## src/rtl/pipeline_stall_controller_if.sv

```systemverilog
// pipeline_stall_controller_if: stall sources in, pipeline register enables/flushes out
interface pipeline_stall_controller_if #(parameter int CNT_WIDTH = 16);
  logic dm_stall;
  logic div_start;
  logic div_done;
  logic branch_taken;
  logic load_use_hazard;
  logic pc_enable;
  logic f_to_d_enable_ff;
  logic d_to_e_enable_ff;
  logic e_to_m_enable_ff;
  logic f_to_d_flush;
  logic d_to_e_flush;
  logic div_timeout_err;
  logic [CNT_WIDTH-1:0] stall_count;
  modport master (
    output dm_stall, div_start, div_done, branch_taken, load_use_hazard,
    input  pc_enable, f_to_d_enable_ff, d_to_e_enable_ff, e_to_m_enable_ff,
           f_to_d_flush, d_to_e_flush, div_timeout_err, stall_count
  );
  modport slave (
    input  dm_stall, div_start, div_done, branch_taken, load_use_hazard,
    output pc_enable, f_to_d_enable_ff, d_to_e_enable_ff, e_to_m_enable_ff,
           f_to_d_flush, d_to_e_flush, div_timeout_err, stall_count
  );
endinterface

```

## src/rtl/pipeline_stall_controller.sv

```systemverilog
// pipeline_stall_controller: arbitrates memory/divide/redirect/load-use stalls into register enables and flushes
module pipeline_stall_controller #(
  parameter int LOAD_BUBBLES = 1,
  parameter int FLUSH_CYCLES = 1,
  parameter int DIV_TIMEOUT  = 80,
  parameter int CNT_WIDTH    = 16
) (
  input logic clk,
  input logic rst,
  pipeline_stall_controller_if.slave bus
);
  localparam int MAXP = (DIV_TIMEOUT > LOAD_BUBBLES)
                        ? ((DIV_TIMEOUT > FLUSH_CYCLES) ? DIV_TIMEOUT : FLUSH_CYCLES)
                        : ((LOAD_BUBBLES > FLUSH_CYCLES) ? LOAD_BUBBLES : FLUSH_CYCLES);
  localparam int CW = $clog2(MAXP + 1);
  typedef enum logic [1:0] {RUN, LOAD_BUBBLE, BRANCH_FLUSH, DIV_WAIT} state_t;
  state_t state_q, state_d;
  logic [CW-1:0] cnt_q, cnt_d;
  logic err_q, err_d;
  logic [CNT_WIDTH-1:0] sc_q;
  logic [3:0] en;
  logic ffl, dfl;
  always_comb begin
    state_d = state_q;
    cnt_d = cnt_q;
    err_d = err_q;
    en = 4'b1111;
    ffl = 1'b0;
    dfl = 1'b0;
    if (rst) begin
      en = 4'b0000;
      ffl = 1'b1;
      dfl = 1'b1;
    end else if (bus.dm_stall) begin
      en = 4'b0000;
    end else begin
      case (state_q)
        RUN: begin
          if (bus.div_start) begin
            en = 4'b0000;
            state_d = DIV_WAIT;
            cnt_d = CW'(DIV_TIMEOUT - 1);
          end else if (bus.branch_taken) begin
            ffl = 1'b1;
            if (FLUSH_CYCLES > 1) begin
              state_d = BRANCH_FLUSH;
              cnt_d = CW'(FLUSH_CYCLES - 2);
            end
          end else if (bus.load_use_hazard) begin
            en = 4'b0011;
            dfl = 1'b1;
            if (LOAD_BUBBLES > 1) begin
              state_d = LOAD_BUBBLE;
              cnt_d = CW'(LOAD_BUBBLES - 2);
            end
          end
        end
        LOAD_BUBBLE: begin
          en = 4'b0011;
          dfl = 1'b1;
          state_d = (cnt_q == '0) ? RUN : LOAD_BUBBLE;
          cnt_d = (cnt_q == '0) ? cnt_q : cnt_q - 1'b1;
        end
        BRANCH_FLUSH: begin
          ffl = 1'b1;
          state_d = (cnt_q == '0) ? RUN : BRANCH_FLUSH;
          cnt_d = (cnt_q == '0) ? cnt_q : cnt_q - 1'b1;
        end
        default: begin
          // div_done wins over an expiring timeout in the same cycle
          if (bus.div_done) begin
            state_d = RUN;
          end else if (cnt_q == '0) begin
            err_d = 1'b1;
            state_d = RUN;
          end else begin
            en = 4'b0000;
            cnt_d = cnt_q - 1'b1;
          end
        end
      endcase
    end
  end
  assign bus.pc_enable        = en[3];
  assign bus.f_to_d_enable_ff = en[2];
  assign bus.d_to_e_enable_ff = en[1];
  assign bus.e_to_m_enable_ff = en[0];
  assign bus.f_to_d_flush     = ffl;
  assign bus.d_to_e_flush     = dfl;
  assign bus.div_timeout_err  = err_q;
  assign bus.stall_count      = sc_q;
  always_ff @(posedge clk) begin
    if (rst) begin
      state_q <= RUN;
      cnt_q <= '0;
      err_q <= 1'b0;
      sc_q <= '0;
    end else begin
      state_q <= state_d;
      cnt_q <= cnt_d;
      err_q <= err_d;
      if (!en[3] && !(&sc_q)) sc_q <= sc_q + 1'b1;
    end
  end
endmodule

```

## src/flat_wrapper.sv

```systemverilog
// flat-port wrapper written by rule: the top's interface ports become plain ports
module pipeline_stall_controller_flat 
#(
  parameter int LOAD_BUBBLES = 1,
  parameter int FLUSH_CYCLES = 1,
  parameter int DIV_TIMEOUT  = 80,
  parameter int CNT_WIDTH    = 16
)
  (clk, rst, bus_dm_stall, bus_div_start, bus_div_done, bus_branch_taken, bus_load_use_hazard, bus_pc_enable, bus_f_to_d_enable_ff, bus_d_to_e_enable_ff, bus_e_to_m_enable_ff, bus_f_to_d_flush, bus_d_to_e_flush, bus_div_timeout_err, bus_stall_count);
  pipeline_stall_controller_if #(.CNT_WIDTH(CNT_WIDTH)) bus_i ();
  input logic clk;
  input logic rst;
  input wire logic [$bits(bus_i.dm_stall)-1:0] bus_dm_stall;
  input wire logic [$bits(bus_i.div_start)-1:0] bus_div_start;
  input wire logic [$bits(bus_i.div_done)-1:0] bus_div_done;
  input wire logic [$bits(bus_i.branch_taken)-1:0] bus_branch_taken;
  input wire logic [$bits(bus_i.load_use_hazard)-1:0] bus_load_use_hazard;
  output wire logic [$bits(bus_i.pc_enable)-1:0] bus_pc_enable;
  output wire logic [$bits(bus_i.f_to_d_enable_ff)-1:0] bus_f_to_d_enable_ff;
  output wire logic [$bits(bus_i.d_to_e_enable_ff)-1:0] bus_d_to_e_enable_ff;
  output wire logic [$bits(bus_i.e_to_m_enable_ff)-1:0] bus_e_to_m_enable_ff;
  output wire logic [$bits(bus_i.f_to_d_flush)-1:0] bus_f_to_d_flush;
  output wire logic [$bits(bus_i.d_to_e_flush)-1:0] bus_d_to_e_flush;
  output wire logic [$bits(bus_i.div_timeout_err)-1:0] bus_div_timeout_err;
  output wire logic [$bits(bus_i.stall_count)-1:0] bus_stall_count;
  assign bus_i.dm_stall = bus_dm_stall;
  assign bus_i.div_start = bus_div_start;
  assign bus_i.div_done = bus_div_done;
  assign bus_i.branch_taken = bus_branch_taken;
  assign bus_i.load_use_hazard = bus_load_use_hazard;
  assign bus_pc_enable = bus_i.pc_enable;
  assign bus_f_to_d_enable_ff = bus_i.f_to_d_enable_ff;
  assign bus_d_to_e_enable_ff = bus_i.d_to_e_enable_ff;
  assign bus_e_to_m_enable_ff = bus_i.e_to_m_enable_ff;
  assign bus_f_to_d_flush = bus_i.f_to_d_flush;
  assign bus_d_to_e_flush = bus_i.d_to_e_flush;
  assign bus_div_timeout_err = bus_i.div_timeout_err;
  assign bus_stall_count = bus_i.stall_count;
  pipeline_stall_controller #(.LOAD_BUBBLES(LOAD_BUBBLES), .FLUSH_CYCLES(FLUSH_CYCLES), .DIV_TIMEOUT(DIV_TIMEOUT), .CNT_WIDTH(CNT_WIDTH)) u_core (.clk(clk), .rst(rst), .bus(bus_i));
endmodule
```

## config.mk

```make
export PLATFORM = sky130hd
export DESIGN_NAME = pipeline_stall_controller_flat
export DESIGN_NICKNAME = d
export VERILOG_FILES = /design/src/rtl/pipeline_stall_controller_if.sv /design/src/rtl/pipeline_stall_controller.sv /design/src/flat_wrapper.sv
export SDC_FILE = /design/constraint.sdc
export NUM_CORES = 1
export LEC_CHECK = 0
export BUFFER_PORTS_ARGS = -buffer_cell sky130_fd_sc_hd__buf_2
export CELL_PAD_IN_SITES_DETAIL_PLACEMENT = 0
export CELL_PAD_IN_SITES_GLOBAL_PLACEMENT = 1
export CORE_MARGIN = 2
export CORE_UTILIZATION = 40
export CTS_CLUSTER_DIAMETER = 100
export CTS_CLUSTER_SIZE = 30
export DETAILED_ROUTE_END_ITERATION = 10
export HOLD_SLACK_MARGIN = 0.1
export PLACE_DENSITY = 0.85
export RECOVER_POWER = 25
export SYNTH_ARGS = -nofsm -noshare
export SYNTH_HDL_FRONTEND = slang
export SYNTH_SLANG_ARGS = --single-unit
export TNS_END_PERCENT = 100
```

## constraint.sdc

```tcl
create_clock -name clk -period 3.45 [get_ports clk]
set_input_delay 0.345 -clock clk [delete_from_list [all_inputs] [get_ports clk]]
set_output_delay 0.345 -clock clk [all_outputs]
set_load 0.05 [all_outputs]
```

==> metrics.txt <==
max incr delay on CP=0.48 ns; fin nets=217; Yosys warnings=0; worst relative slew slack=43.4%; die area=4340 µm²; chip height=65.9 µm; Crit-path slowest cell=or3b_2; buffers added on ports=29; Mapped Area=1530 µm²; sequential-to-total area share from yosys stat=34.0%; CTS tree=done; Post-synth EDFFs=0; Synth top cells by count=dfxtp_1 (26), nor2_1 (18), a21oi_1 (17); Crit Path Class=reg -> out; Post-DP HPWL=2.23 mm; RSZ-0062 raised after global routing=false; Reg clk slew, reported paths=0.09 ns; cell breakdown of the critical path=inv_1 -> ha_1 -> or3b_2 -> o21ai_1 -> o311a_4 -> buf_2; # Max-Cap Violations=0; ys flop type=dfxtp_1; Fin. Hold Viols=0; CTS root buf=clkbuf_8; Rows=22; period utilization=75.5%; Crit. End Element=output pin; maximum VDD drop=0.000324 V; count leader, synth=dfxtp_1; post-route total power=1.09 mW; Setup crit start kind=flop; fmax=0.384 GHz; Hold WC Path Type=in -> reg; GPL Wtd Cong=0.820; R2R Setup Slk=1.10 ns; PwrDens=636 nW/µm²; Mapped Cells=180; worst r2r src=u_core.state_q[0]$_SDFFE_PP0P_; top cell family by delay on the critical path=compound AO/OA/AOI/OAI gates; Critical Path RT=3.11 ns; Worst Path Max Fanout=30; number of fill cells=375; H-tree depth=1; initial core utilization=41.9%; Cell variety after synth=46; Ant. Diodes=0; crit path DAT=2.26 ns; Post-synth ARST share=0%; DR pass1 iterations=4; Final min period=2.60 ns; vias in the first global route=1277; Num CTS Buffers=3; Pleak=0.640 nW; Hold Path Cell Cnt=4; clock skew=0.00324 ns; first-pass GRT wire length=5.69 mm; status=finished clean; WP buf/inv=2; Routed WL=3.24 mm; worst skew pair latency=0.27 ns; Worst Min Path Start=bus_div_done; Setup Fix Bufs, Post-CTS=0; Crit Reg-Reg Endpoint=u_core.bus.stall_count[6]$_SDFFE_PP0P_; #FFs+latches synth=26; post_cts resized=0; via count=1397; DRC=0; Synth area leaders=dfxtp_1 (34%), ha_1 (5.7%), a21oi_1 (5.6%), nor2_1 (4.4%), or3_1 (3.7%); initial antenna violation count=0; Max clock buf depth=2; max-slew violation count=0; worst slew pin tran=0.844 ns; clock sink count=26; share of the synthesized area in the top cell type=34.0%; Die W=65.9 µm; # hold bufs at CTS=0; WL/cell=13.0 µm; worst r2r path cells=7; gr ovfl total=0; hold path endpoint=u_core.bus.div_timeout_err$_SDFFE_PP0P_; ANT nets after route=0; # setup viols final=0; dpl cell area=1670 µm²; largest net degree at the start of global routing=31; Setup TNS=0 ns; Mapped Nets=194; Core ar.=3660 µm²; Avg Cell Area, Syn=8.52 µm²; Iteration-0 DRC Markers=51; ratio of cells with drive above 1 in the final layout=15.3%; Avg Vias per Cell=5.59; area delta synth->final=11.4%; Final Cell Area=1710 µm²; gr usage total=16.4%; Top Ports=30; dominant cell type by area after synthesis=dfxtp_1
[worst reg2reg max path, cell delays in order, from the launching register on]
cell and delay [ns]:
dfxtp_1 0.41, inv_1 0.08, ha_1 0.31, nor2b_4 0.19, nor2b_4 0.12, o311a_4 0.42, nor4_1 0.35, mux2_2 0.37
[cell usage in the layout, fill, tap and decap left out, types with 4 or more instances in the layout]
| cell | instances |
|---|---|
| xor2_1 | 4 |
| ha_1 | 7 |
| a21oi_1 | 17 |
| nand3_1 | 7 |
| inv_1 | 5 |
| clkbuf_8 | 4 |
| clkbuf_1 | 12 |
| dfxtp_1 | 26 |
| nor3b_1 | 4 |
| or4_1 | 4 |
| buf_2 | 17 |
| o31ai_1 | 4 |
| o21ai_0 | 8 |
| nand4_1 | 5 |
| or3_1 | 9 |
| nand2_1 | 10 |
| nor2_1 | 18 |
[where the power goes]
group	total [mW]	switching [mW]	internal, mW
Clock	0.204	0.102	0.102
Combinational	0.481	0.304	0.177
Sequential	0.402	0.0523	0.350
Total	1.09	0.458	0.629
[stage by stage]
step                      util [%]  std cells  setup WS [ns]  hold WS (ns)
final                         46.7        250          0.847         0.454
after global placement        45.6        246           1.15         0.444
after detailed placement      45.6        246           1.10         0.445
after global routing          46.7        250          0.703         0.477
after CTS                     47.1        250          0.835         0.452
after floorplan                  -        180           1.09         0.431
[metal layers]
| layer | track usage (%) | vias up | share of wire (%) |
|---|---|---|---|
| li1 | - | 715 | - |
| met1 | 22.0 | 648 | 52 |
| met2 | 26.0 | 30 | 42 |
| met3 | 2.56 | 4 | 4.4 |
| met4 | 7.03 | 0 | 1.4 |
| met5 | 0 | - | 0 |
[worst max-delay path by stage]
stage	slack (ns)	end	startpoint	depth (start not counted)
6_report	0.85	bus_f_to_d_enable_ff	u_core.cnt_q[0]$_SDFFE_PP0P_	6
5_1_grt	0.70	bus_f_to_d_enable_ff	u_core.cnt_q[0]$_SDFFE_PP0P_	6
4_1_cts	0.84	bus_f_to_d_enable_ff	u_core.cnt_q[0]$_SDFFE_PP0P_	6
3_5_place_dp	1.10	u_core.bus.stall_count[6]$_SDFFE_PP0P_	u_core.state_q[0]$_SDFFE_PP0P_	7
3_3_place_gp	1.15	u_core.bus.stall_count[6]$_SDFFE_PP0P_	u_core.state_q[0]$_SDFFE_PP0P_	7
2_1_floorplan	1.09	bus_f_to_d_flush	u_core.state_q[0]$_SDFFE_PP0P_	6
[cell families after synthesis]
family,after synthesis,synth area share (%)
xor gates and xnor gates,4,2.29
DFF,26,34.0
muxes,3,2.12
AOI/OAI and AO/OA,42,18.3
and+or+nand+nor,82,31.8
adders and majority gates,7,5.71
buffers and inverters,16,5.79
[final cells by class]
cell class / instances / area (µm²) / area share, %
Timing Repair Buffer: 29 / 130 / 7.62
Inverter: 5 / 18.8 / 1.10
Multi-Input combinational cell: 138 / 923 / 54.1
Clock buffer: 4 / 55.1 / 3.22
Sequential cell: 26 / 520 / 30.5
Tap cell: 48 / 60.1 / 3.52
[sequential cells by signal, indices dropped and copies added (netlist names)]
name                        cells
u_core.bus.stall_count         16
u_core.bus.div_timeout_err      1
u_core.cnt_q                    7
u_core.state_q                  2
Note: power is estimated with default switching activity, not from simulation.
